--- src/rtl/mcbsp_sched_pkg.sv ---
// Shared types and constants for the McBSP slave transmit scheduler.
package mcbsp_sched_pkg;

    typedef enum logic [2:0] {StIdle, StArb, StHdr, StData, StTail} sched_state_e;

    localparam logic [7:0]  HDR_TAG   = 8'hA5;
    localparam logic [31:0] TAIL_WORD = 32'hE0D0_E0D0;

    localparam int unsigned LOAD_CNT = 2;
    localparam int unsigned FSX_CNT  = 3;
    localparam int unsigned BIT0_CNT = 4;

    // Header layout: tag, 6 zero bits, channel, 5 zero bits, payload length.
    function automatic logic [31:0] hdr_word(input logic [1:0] ch, input logic [10:0] len);
        return {HDR_TAG, 6'd0, ch, 5'd0, len};
    endfunction

endpackage

--- src/rtl/mcbsp_word_serializer.sv ---
// Slot counter and 32-bit MSB-first shifter producing one framed word per slot.
module mcbsp_word_serializer
    import mcbsp_sched_pkg::*;
#(
    parameter int unsigned SLOT_LEN = 36
) (
    input  logic        cfg_spi_clk,
    input  logic        cfg_spi_rst_n,
    input  logic        run,
    input  logic [31:0] word,
    output logic        slot_end,
    output logic        fsx,
    output logic        mosi
);

    localparam int unsigned     CW       = $clog2(SLOT_LEN);
    localparam logic [CW-1:0]   LAST_CNT = CW'(SLOT_LEN - 1);

    logic [CW-1:0] cnt_q;
    logic [31:0]   shreg_q;

    assign slot_end = run && (cnt_q == LAST_CNT);

    // Outputs are registered, so each is set on the edge leaving the previous count.
    always_ff @(posedge cfg_spi_clk or negedge cfg_spi_rst_n) begin
        if (!cfg_spi_rst_n) begin
            cnt_q   <= '0;
            shreg_q <= '0;
            fsx     <= 1'b0;
            mosi    <= 1'b0;
        end else if (!run) begin
            cnt_q <= '0;
            fsx   <= 1'b0;
            mosi  <= 1'b0;
        end else begin
            cnt_q <= slot_end ? '0 : cnt_q + CW'(1);
            fsx   <= (cnt_q == CW'(FSX_CNT - 1));
            if (cnt_q == CW'(LOAD_CNT)) begin
                shreg_q <= word;
                mosi    <= 1'b0;
            end else if (cnt_q >= CW'(BIT0_CNT - 1) && cnt_q < LAST_CNT) begin
                mosi    <= shreg_q[31];
                shreg_q <= {shreg_q[30:0], 1'b0};
            end else begin
                mosi <= 1'b0;
            end
        end
    end

endmodule

--- src/rtl/mcbsp_slaver_scheduler.sv ---
// Round-robin burst scheduler for the McBSP slave link: header, ROM payload, tail per grant.
module mcbsp_slaver_scheduler
    import mcbsp_sched_pkg::*;
#(
    parameter int unsigned SLOT_LEN = 36,
    parameter int unsigned AW       = 11,
    parameter int unsigned NCH      = 4
) (
    input  logic              cfg_spi_clk,
    input  logic              cfg_spi_rst_n,
    input  logic              slot_start,
    input  logic [NCH-1:0]    ch_req,
    input  logic [NCH*AW-1:0] ch_base,
    input  logic [NCH*AW-1:0] ch_len,
    output logic [NCH-1:0]    ch_grant,
    output logic [NCH-1:0]    ch_done,
    output logic [AW-1:0]     src_addr,
    input  logic [31:0]       src_data,
    output logic              mcbsp_slaver_clkx,
    output logic              mcbsp_slaver_fsx,
    output logic              mcbsp_slaver_mosi,
    output logic              busy,
    output logic              slot_overrun
);

    localparam int unsigned CHW = $clog2(NCH);

    sched_state_e   state_q;
    logic           armed_q;
    logic [CHW-1:0] last_q;
    logic [CHW-1:0] ch_q;
    logic [AW-1:0]  base_q;
    logic [AW-1:0]  len_q;
    logic [AW-1:0]  rem_q;

    logic           win_found;
    logic [CHW-1:0] win_ch;
    logic [CHW-1:0] idx;
    logic           run;
    logic           slot_end;
    logic [31:0]    word;

    assign mcbsp_slaver_clkx = cfg_spi_clk;
    assign busy = (state_q != StIdle);
    assign run  = (state_q == StHdr) || (state_q == StData) || (state_q == StTail);

    // Search starts one past the last winner so every requester gets a turn.
    always_comb begin
        win_found = 1'b0;
        win_ch    = '0;
        idx       = '0;
        for (int i = 1; i <= int'(NCH); i++) begin
            idx = CHW'(int'(last_q) + i);
            if (!win_found && ch_req[idx]) begin
                win_found = 1'b1;
                win_ch    = idx;
            end
        end
    end

    always_comb begin
        word = TAIL_WORD;
        case (state_q)
            StHdr:   word = hdr_word(ch_q, 11'(len_q));
            StData:  word = src_data;
            default: ;
        endcase
    end

    always_ff @(posedge cfg_spi_clk or negedge cfg_spi_rst_n) begin
        if (!cfg_spi_rst_n) begin
            state_q      <= StIdle;
            armed_q      <= 1'b0;
            last_q       <= CHW'(NCH - 1);
            ch_q         <= '0;
            base_q       <= '0;
            len_q        <= '0;
            rem_q        <= '0;
            ch_grant     <= '0;
            ch_done      <= '0;
            src_addr     <= '0;
            slot_overrun <= 1'b0;
        end else begin
            ch_done      <= '0;
            slot_overrun <= slot_start && armed_q;
            if (slot_start) begin
                armed_q <= 1'b1;
            end
            case (state_q)
                StIdle: begin
                    if ((armed_q || slot_start) && (|ch_req)) begin
                        state_q <= StArb;
                    end
                end
                StArb: begin
                    if (win_found) begin
                        ch_q     <= win_ch;
                        last_q   <= win_ch;
                        base_q   <= ch_base[int'(win_ch)*AW +: AW];
                        len_q    <= ch_len[int'(win_ch)*AW +: AW];
                        ch_grant <= NCH'(1) << win_ch;
                        state_q  <= StHdr;
                    end else begin
                        if (!slot_start) begin
                            armed_q <= 1'b0;
                        end
                        state_q <= StIdle;
                    end
                end
                StHdr: begin
                    if (slot_end) begin
                        src_addr <= base_q;
                        rem_q    <= len_q;
                        state_q  <= (len_q == '0) ? StTail : StData;
                    end
                end
                StData: begin
                    if (slot_end) begin
                        rem_q <= rem_q - AW'(1);
                        if (rem_q == AW'(1)) begin
                            state_q <= StTail;
                        end else begin
                            src_addr <= src_addr + AW'(1);
                        end
                    end
                end
                StTail: begin
                    if (slot_end) begin
                        ch_done  <= ch_grant;
                        ch_grant <= '0;
                        state_q  <= StArb;
                    end
                end
                default: state_q <= StIdle;
            endcase
        end
    end

    mcbsp_word_serializer #(
        .SLOT_LEN (SLOT_LEN)
    ) u_serializer (
        .cfg_spi_clk   (cfg_spi_clk),
        .cfg_spi_rst_n (cfg_spi_rst_n),
        .run           (run),
        .word          (word),
        .slot_end      (slot_end),
        .fsx           (mcbsp_slaver_fsx),
        .mosi          (mcbsp_slaver_mosi)
    );

endmodule

--- config.mk ---
export PLATFORM = sky130hd
export DESIGN_NAME = mcbsp_slaver_scheduler
export DESIGN_NICKNAME = d
export VERILOG_FILES = /design/src/rtl/mcbsp_sched_pkg.sv /design/src/rtl/mcbsp_word_serializer.sv /design/src/rtl/mcbsp_slaver_scheduler.sv
export SDC_FILE = /design/constraint.sdc
export NUM_CORES = 1
export LEC_CHECK = 0
export CAP_MARGIN = 20
export CORE_ASPECT_RATIO = 0.6
export CORE_MARGIN = 1
export CORE_UTILIZATION = 53
export DETAILED_ROUTE_END_ITERATION = 8
export PLACE_DENSITY = 0.95
export SETUP_SLACK_MARGIN = 0.3
export SLEW_MARGIN = 20
export SYNTH_ARGS = -nofsm -noshare
export SYNTH_HDL_FRONTEND = slang
export SYNTH_SLANG_ARGS = --single-unit
export TNS_END_PERCENT = 50
--- constraint.sdc ---
create_clock -name cfg_spi_clk -period 6.3 [get_ports cfg_spi_clk]
set_clock_uncertainty 0.15 [all_clocks]
set_input_delay 1.26 -clock cfg_spi_clk [delete_from_list [all_inputs] [get_ports cfg_spi_clk]]
set_output_delay 1.26 -clock cfg_spi_clk [all_outputs]
set_load 0.05 [all_outputs]
==> run_summary.xml, run 1 <==
<?xml version="1.0" encoding="UTF-8"?>
<metrics>
  <group name="run_status">
    <metric name="result_of_the_run" unit="">finished clean</metric>
  </group>
  <group name="cts">
    <metric name="clk_latency_worst_skew_pair" unit="ns">0.47</metric>
    <metric name="cts_hold_buf" unit="">0</metric>
    <metric name="cts_tree" unit="">built</metric>
    <metric name="cts.repair.resized" unit="">0</metric>
    <metric name="cts.reportedPaths.clkPinSlew" unit="ns">0.07</metric>
    <metric name="post_cts_setup_repair_bufs" unit="">0</metric>
  </group>
  <group name="place">
    <metric name="place_ws" unit="ns">1.07</metric>
    <metric name="hpwlAfterDp" unit="um">13200</metric>
    <metric name="placedCellCount" unit="">907</metric>
    <metric name="globalplace.congestion" unit="">0.961</metric>
    <metric name="placed_instance_area" unit="um^2">7170</metric>
    <metric name="placement.io_buffers" unit="">150</metric>
  </group>
  <group name="sta">
    <metric name="grt_setup_unrepaired" unit="">false</metric>
    <metric name="report.final.slew_viol_count" unit="">0</metric>
    <metric name="maxSlewHeadroom" unit="%">20.9</metric>
    <metric name="worst-slew-pin-transition" unit="ns">1.18</metric>
    <metric name="final_hold_viol_count" unit="">0</metric>
    <metric name="total_negative_setup_slack" unit="ns">0</metric>
    <metric name="setup_viol" unit="">0</metric>
    <metric name="fin_ws" unit="ns">0.807</metric>
  </group>
  <group name="synth">
    <metric name="synth_async_sr_flop_share" unit="%">100</metric>
    <metric name="postSynthNetCount" unit="">802</metric>
    <metric name="synth.ff_latch_count" unit="">101</metric>
    <metric name="synthFlopType" unit="">dfrtp_1</metric>
    <metric name="yosys.cell_types.count" unit="">54</metric>
    <metric name="synth_sequential_area_ratio" unit="%">44.4</metric>
    <metric name="postSynthCellCount" unit="">670</metric>
    <metric name="synth_area" unit="um^2">5690</metric>
    <metric name="synth-edff-count" unit="">0</metric>
    <metric name="ys_warn_count" unit="">0</metric>
    <metric name="synthesis.area_per_instance" unit="um^2">8.50</metric>
  </group>
  <group name="die">
    <metric name="num_rows" unit="">28</metric>
    <metric name="die_width" unit="um">136</metric>
    <metric name="start_util" unit="%">56.0</metric>
    <metric name="ioPinCount" unit="">151</metric>
    <metric name="die_h" unit="um">82.3</metric>
    <metric name="die-area" unit="um^2">11200</metric>
    <metric name="core-area" unit="um^2">10200</metric>
  </group>
  <group name="worst_setup_path">
    <metric name="cp_bufs_invs" unit="">3</metric>
    <metric name="path_max_fanout" unit="">2</metric>
    <metric name="crit_path_end_kind" unit="">output port</metric>
    <metric name="worstPathCellList" unit="">clkbuf_16, clkbuf_16, clkdlybuf4s50_1</metric>
    <metric name="r2r_start" unit="">state_q[1]</metric>
    <metric name="crit_family" unit="">buffers and inverters</metric>
    <metric name="reg2reg_to" unit="">src_addr[0]</metric>
    <metric name="timing.reg2reg.worst_path_depth" unit="">5</metric>
    <metric name="critPathMostFrequentCell" unit="">clkbuf_16</metric>
    <metric name="arrival" unit="ns">4.08</metric>
    <metric name="crit_slowest_cell" unit="">clkdlybuf4s50_1</metric>
    <metric name="criticalPathCategory" unit="">clk2out</metric>
    <metric name="start_kind" unit="">clock port</metric>
    <metric name="cp_data_required_time" unit="ns">4.89</metric>
    <metric name="critical_path.max_stage_delay" unit="ns">0.69</metric>
    <metric name="worst_case_register_to_register_setup_slack" unit="ns">2.93</metric>
  </group>
  <group name="pwr">
    <metric name="irDropWorstVdd" unit="uV">249</metric>
    <metric name="power-per-cell-area" unit="nW/um^2">382</metric>
    <metric name="power.leakage" unit="nW">3.01</metric>
  </group>
  <group name="global_routing">
    <metric name="overflow" unit="">0</metric>
    <metric name="grt_pass1_vias" unit="">5636</metric>
    <metric name="first_pass_grt_wire_length" unit="um">29100</metric>
    <metric name="maximum_number_of_pins_on_one_net_before_global_route_repair" unit="">58</metric>
    <metric name="grt_util_all_layers" unit="%">34.8</metric>
    <metric name="antenna_found_initial" unit="">0</metric>
  </group>
  <group name="routing">
    <metric name="avgRoutedWirePerCell" unit="um">20.5</metric>
    <metric name="drtAntennaViolNets" unit="">0</metric>
    <metric name="vias_per_cell" unit="">6.52</metric>
    <metric name="route.detailed.drc" unit="">0</metric>
    <metric name="detail_route.wirelength" unit="um">19000</metric>
    <metric name="detailedRoute.firstPassIterationCount" unit="">6</metric>
    <metric name="initialDrtViolationCount" unit="">755</metric>
    <metric name="dr_total_vias" unit="">6036</metric>
  </group>
  <group name="hold_path">
    <metric name="min_path_cells" unit="">2</metric>
    <metric name="hold_wc_startpoint" unit="">u_serializer.shreg_q[10]</metric>
    <metric name="hold-path-endpoint" unit="">u_serializer.shreg_q[10]</metric>
    <metric name="hold_path_class" unit="">reg2reg</metric>
  </group>
  <group name="cells_and_area">
    <metric name="antenna_fix_cells" unit="">0</metric>
    <metric name="post-route-util" unit="%">74.4</metric>
    <metric name="final_layout_size_suffix_gt1_share" unit="%">5.82</metric>
    <metric name="final_design_area_no_fill" unit="um^2">7560</metric>
    <metric name="regArea" unit="um^2">2530</metric>
    <metric name="num-fill-cells" unit="">675</metric>
    <metric name="finalNetCount" unit="">918</metric>
    <metric name="instances_no_fill" unit="">926</metric>
    <metric name="multi_input_comb_area" unit="um^2">2900</metric>
    <metric name="area_growth" unit="%">32.8</metric>
  </group>
  <group name="flow_run">
    <metric name="maxCapViolCount" unit="">0</metric>
  </group>
</metrics>
==> per-stage QoR <==
step	hold slack (ns)	power, mW
2_1_floorplan	0.295	1.81
3_3_place_gp	0.307	2.07
3_5_place_dp	0.321	2.15
4_1_cts	0.338	2.84
5_1_grt	0.366	3.02
6_report	0.340	2.89
==> routing by layer <==
metal / vias to the layer above / share of wire (%) / wire [um] / track usage (%)
met3: 62 / 13 / 2500 / 13.1
met2: 450 / 46 / 8820 / 54.4
met5: - / 0 / 0 / 0
met4: 0 / 2.5 / 471 / 12.4
met1: 2850 / 38 / 7190 / 44.5
li1: 2674 / - / - / -
==> area by class of cell <==
| type | count | share of cell area, % |
|---|---|---|
| clock inverter | 5 | 0.778 |
| multi-input combinational | 507 | 38.4 |
| timing repair buffer | 155 | 20.3 |
| clock buffer | 15 | 4.47 |
| tap | 135 | 2.23 |
| sequential | 101 | 33.4 |
| inverter | 8 | 0.397 |
==> worst max-delay path by stage <==
| stage | end | startpoint | slack (ns) | depth (start not counted) |
|---|---|---|---|---|
| 2_1_floorplan | mcbsp_slaver_clkx | cfg_spi_clk | 1.57 | 1 |
| 3_3_place_gp | mcbsp_slaver_clkx | cfg_spi_clk | 1.07 | 1 |
| 3_5_place_dp | mcbsp_slaver_clkx | cfg_spi_clk | 1.07 | 1 |
| 4_1_cts | mcbsp_slaver_clkx | cfg_spi_clk | 0.80 | 3 |
| 5_1_grt | mcbsp_slaver_clkx | cfg_spi_clk | 0.80 | 3 |
| 6_report | mcbsp_slaver_clkx | cfg_spi_clk | 0.81 | 3 |
==> layout by cell type, fill, tap and decap left out, types with 3 or more instances in the layout <==
cell type and instances:
nand3_1 44, nor4_1 5, clkdlybuf4s50_1 149, and2_1 10, and3_1 6, nand2b_1 7, o22ai_1 8, o211ai_1 4
nor2b_1 6, a221oi_1 22, nand4_1 3, ha_1 5, o21a_1 3, nor2_1 65, inv_1 8, nand2_1 60
a31oi_1 19, a2bb2oi_1 3, dfrtp_1 99, clkbuf_16 12, a21o_1 3, nor3_1 18, mux2_2 14, a21oi_1 68
buf_4 7, mux2i_1 13, a22o_1 4, o21ai_0 81, or3_1 5
==> report_power, final <==
part | leakage (nW) | switching (mW) | internal [mW] | total [mW]
Sequential | 1.27 | 0.189 | 0.845 | 1.03
Combinational | 1.55 | 0.703 | 0.435 | 1.14
Clock | 0.189 | 0.293 | 0.421 | 0.714
==> flip-flops by register name (all words and copies together) (netlist names) <==
register	flops
rem_q	11
u_serializer.shreg_q	32
u_serializer.mosi	1
src_addr	11
ch_done	4
u_serializer.cnt_q	6
last_q	2
ch_grant	4
slot_overrun	1
state_q	3
base_q	11
ch_q	2
armed_q	1
len_q	11
u_serializer.fsx	1
==> worst min-delay path, cell delays in order, from the launching register on <==
cell and delay [ns]:
dfrtp_1 0.35, nand2_1 0.05, o21ai_0 0.06
==> cell usage after synthesis, drive strengths merged, types with 3 or more instances <==
library cell,number,area [um^2]
a21o,3,22.5
a21oi,68,340
a221oi,22,193
a22o,4,35.0
a2bb2oi,3,26.3
a31oi,19,119
and2,11,68.8
and3,6,37.5
buf,18,97.6
clkbuf,36,135
dfrtp,99,2480
ha,5,62.6
inv,8,30.0
mux2,14,158
mux2i,13,130
nand2,60,225
nand2b,7,43.8
nand3,45,230
nand4,3,18.8
nor2,66,248
nor2b,6,37.5
nor3,18,90.1
nor4,5,31.3
o211ai,4,30.0
o21a,3,22.5
o21ai,83,415
o22ai,8,50.1
or3,5,31.3
==> logic make-up after synthesis <==
kind of cell    after synthesis  share of synthesized area (%)
compound gates              230                           24.2
xor+xnor                      4                          0.615
fa+ha+maj                     5                           1.10
buf+inv                      62                           4.61
flops                       101                           44.4
mux                          27                           5.05
simple gates                241                           20.0
(Power assumes the default switching activity.)
==> run 2, diff against run 1 <==
--- a/config.mk
+++ b/config.mk
@@ -8,9 +8,10 @@
 export CAP_MARGIN = 20
 export CORE_ASPECT_RATIO = 0.6
 export CORE_MARGIN = 1
-export CORE_UTILIZATION = 53
+export CORE_UTILIZATION = 49
 export DETAILED_ROUTE_END_ITERATION = 8
-export PLACE_DENSITY = 0.95
+export GPL_ROUTABILITY_DRIVEN = 0
+export PLACE_DENSITY = 0.89
 export SETUP_SLACK_MARGIN = 0.3
 export SLEW_MARGIN = 20
 export SYNTH_ARGS = -nofsm -noshare
==> constraint.sdc (replaced) <==
create_clock -name cfg_spi_clk -period 5.5 [get_ports cfg_spi_clk]
set_clock_uncertainty 0.15 [all_clocks]
set_input_delay 1.1 -clock cfg_spi_clk [delete_from_list [all_inputs] [get_ports cfg_spi_clk]]
set_output_delay 1.1 -clock cfg_spi_clk [all_outputs]
set_load 0.05 [all_outputs]
==> run_summary.xml, run 2 (synthesis results as in run 1) <==
<?xml version="1.0" encoding="UTF-8"?>
<metrics>
  <group name="cells_and_area">
    <metric name="antenna_fix_cells" unit="">0</metric>
    <metric name="area_growth" unit="%">33.6</metric>
    <metric name="largest_register_ffs" unit="">32</metric>
    <metric name="top_register" unit="">u_serializer.shreg_q</metric>
    <metric name="finalNetCount" unit="">918</metric>
    <metric name="final_layout_size_suffix_gt1_share" unit="%">5.82</metric>
    <metric name="instances_no_fill" unit="">951</metric>
    <metric name="layout_common_cells" unit="">149 x clkdlybuf4s50_1, 99 x dfrtp_1, 81 x o21ai_0</metric>
    <metric name="mostFrequentLayoutCell" unit="">clkdlybuf4s50_1</metric>
  </group>
  <group name="global_routing">
    <metric name="overflow" unit="">0</metric>
    <metric name="grt_pass1_vias" unit="">5607</metric>
    <metric name="grt_util_all_layers" unit="%">30.5</metric>
    <metric name="first_pass_grt_wire_length" unit="um">28600</metric>
    <metric name="maximum_number_of_pins_on_one_net_before_global_route_repair" unit="">56</metric>
    <metric name="antenna_found_initial" unit="">0</metric>
  </group>
  <group name="die">
    <metric name="ioPinCount" unit="">151</metric>
    <metric name="die-area" unit="um^2">12100</metric>
    <metric name="die_h" unit="um">85.5</metric>
    <metric name="die_width" unit="um">141</metric>
    <metric name="start_util" unit="%">50.4</metric>
    <metric name="num_rows" unit="">30</metric>
    <metric name="core-area" unit="um^2">11300</metric>
  </group>
  <group name="worst_setup_path">
    <metric name="r2r_start" unit="">state_q[1]</metric>
    <metric name="critical_path.max_stage_delay" unit="ns">0.69</metric>
    <metric name="crit_path_end_kind" unit="">output port</metric>
    <metric name="worstPathCellList" unit="">clkbuf_16, clkbuf_16, clkdlybuf4s50_1</metric>
    <metric name="critical_path_depth" unit="">3</metric>
    <metric name="arrival" unit="ns">3.68</metric>
    <metric name="cp_bufs_invs" unit="">3</metric>
    <metric name="critPathMostFrequentCell" unit="">clkbuf_16</metric>
    <metric name="timing.reg2reg.worst_path_depth" unit="">5</metric>
    <metric name="crit_family" unit="">buffers and inverters</metric>
    <metric name="worstSetupEndpoint" unit="">mcbsp_slaver_clkx</metric>
    <metric name="path_max_fanout" unit="">2</metric>
    <metric name="critical_path.startpoint" unit="">cfg_spi_clk</metric>
    <metric name="reg2reg_to" unit="">src_addr[0]</metric>
    <metric name="criticalPathCategory" unit="">clk2out</metric>
    <metric name="crit_slowest_cell" unit="">clkdlybuf4s50_1</metric>
    <metric name="worst_case_register_to_register_setup_slack" unit="ns">2.27</metric>
    <metric name="start_kind" unit="">clock port</metric>
    <metric name="cp_data_required_time" unit="ns">4.25</metric>
  </group>
  <group name="routing">
    <metric name="dr_total_vias" unit="">5963</metric>
    <metric name="detail_route.wirelength" unit="um">18100</metric>
    <metric name="route.detailed.drc" unit="">0</metric>
    <metric name="vias_per_cell" unit="">6.27</metric>
    <metric name="initialDrtViolationCount" unit="">609</metric>
    <metric name="drtAntennaViolNets" unit="">0</metric>
    <metric name="avgRoutedWirePerCell" unit="um">19.1</metric>
    <metric name="detailedRoute.firstPassIterationCount" unit="">6</metric>
  </group>
  <group name="place">
    <metric name="placement.io_buffers" unit="">150</metric>
    <metric name="placedCellCount" unit="">932</metric>
    <metric name="hpwlAfterDp" unit="um">12900</metric>
  </group>
  <group name="cts">
    <metric name="cts.repair.resized" unit="">0</metric>
    <metric name="cts_tree" unit="">built</metric>
    <metric name="clk_latency_worst_skew_pair" unit="ns">0.46</metric>
    <metric name="cts.reportedPaths.clkPinSlew" unit="ns">0.06</metric>
    <metric name="cts_hold_buf" unit="">0</metric>
    <metric name="post_cts_setup_repair_bufs" unit="">0</metric>
  </group>
  <group name="pwr">
    <metric name="irDropWorstVdd" unit="uV">407</metric>
    <metric name="power-per-cell-area" unit="nW/um^2">433</metric>
    <metric name="power.leakage" unit="nW">3.02</metric>
  </group>
  <group name="sta">
    <metric name="total_negative_setup_slack" unit="ns">0</metric>
    <metric name="maxSlewHeadroom" unit="%">29.6</metric>
    <metric name="setup_viol" unit="">0</metric>
    <metric name="final_hold_viol_count" unit="">0</metric>
    <metric name="grt_setup_unrepaired" unit="">false</metric>
    <metric name="report.final.slew_viol_count" unit="">0</metric>
    <metric name="worst-slew-pin-transition" unit="ns">1.06</metric>
  </group>
  <group name="hold_path">
    <metric name="hold_path_class" unit="">reg2reg</metric>
  </group>
  <group name="flow_run">
    <metric name="maxCapViolCount" unit="">0</metric>
  </group>
  <group name="run_status">
    <metric name="result_of_the_run" unit="">finished clean</metric>
  </group>
</metrics>
run 2: cell count changes in the layout (fill, tap and decap cells not counted):
cell	change
bufinv_16	+1
clkbuf_8	-1
clkinv_2	+1
clkinvlp_4	-1
run 2: metal layers:
| layer | track usage (%) | up-vias | routed length, um | share of wire (%) |
|---|---|---|---|---|
| met5 | 0 | - | 0 | 0 |
| met4 | 10.8 | 0 | 519 | 2.9 |
| met3 | 7.98 | 66 | 1930 | 11 |
| met2 | 46.8 | 406 | 8280 | 46 |
| met1 | 41.9 | 2812 | 7390 | 41 |
| li1 | - | 2679 | - | - |
run 2: tightest hold or removal path, delay by kind of cell (launching register included):
kind	cells	cell delay, ns
DFF	1	0.35
AOI/OAI and AO/OA	1	0.06
and+or+nand+nor	1	0.05
run 2: power breakdown:
part	switching [mW]	leakage [nW]	internal [mW]
clock network	0.329	0.199	0.515
registers	0.212	1.27	0.968
logic	0.771	1.55	0.496
total	1.31	3.02	1.98
run 2: worst min-delay path by stage:
stage	slack [ns]	to	cells after the start	startpoint
2_1_floorplan	0.29	u_serializer.shreg_q[30]	2	u_serializer.shreg_q[30]
3_3_place_gp	0.31	u_serializer.shreg_q[30]	2	u_serializer.shreg_q[30]
3_5_place_dp	0.32	u_serializer.shreg_q[26]	2	u_serializer.shreg_q[26]
4_1_cts	0.34	u_serializer.shreg_q[16]	2	u_serializer.shreg_q[16]
5_1_grt	0.37	u_serializer.shreg_q[22]	2	u_serializer.shreg_q[22]
6_report	0.34	u_serializer.shreg_q[16]	2	u_serializer.shreg_q[16]
run 2: cell type report:
class,instances,area [um^2]
sequential,101,2530
clock buffer,14,324
clock inverter,6,86.3
multi-input combinational,507,2900
inverter,8,30.0
tap,160,200
timing repair buffer,155,1530
fill,830,3690
run 2: stage by stage:
step	setup slack, ns	total power, mW	hold WS, ns	instance area, um^2	utilization (%)
4_1_cts	0.566	3.26	0.337	7610	67.3
3_5_place_dp	0.828	2.45	0.321	7210	63.8
5_1_grt	0.561	3.47	0.368	7610	67.3
2_1_floorplan	1.33	2.07	0.295	5690	-
3_3_place_gp	0.828	2.37	0.308	7210	63.8
6_report	0.569	3.29	0.335	7610	67.3
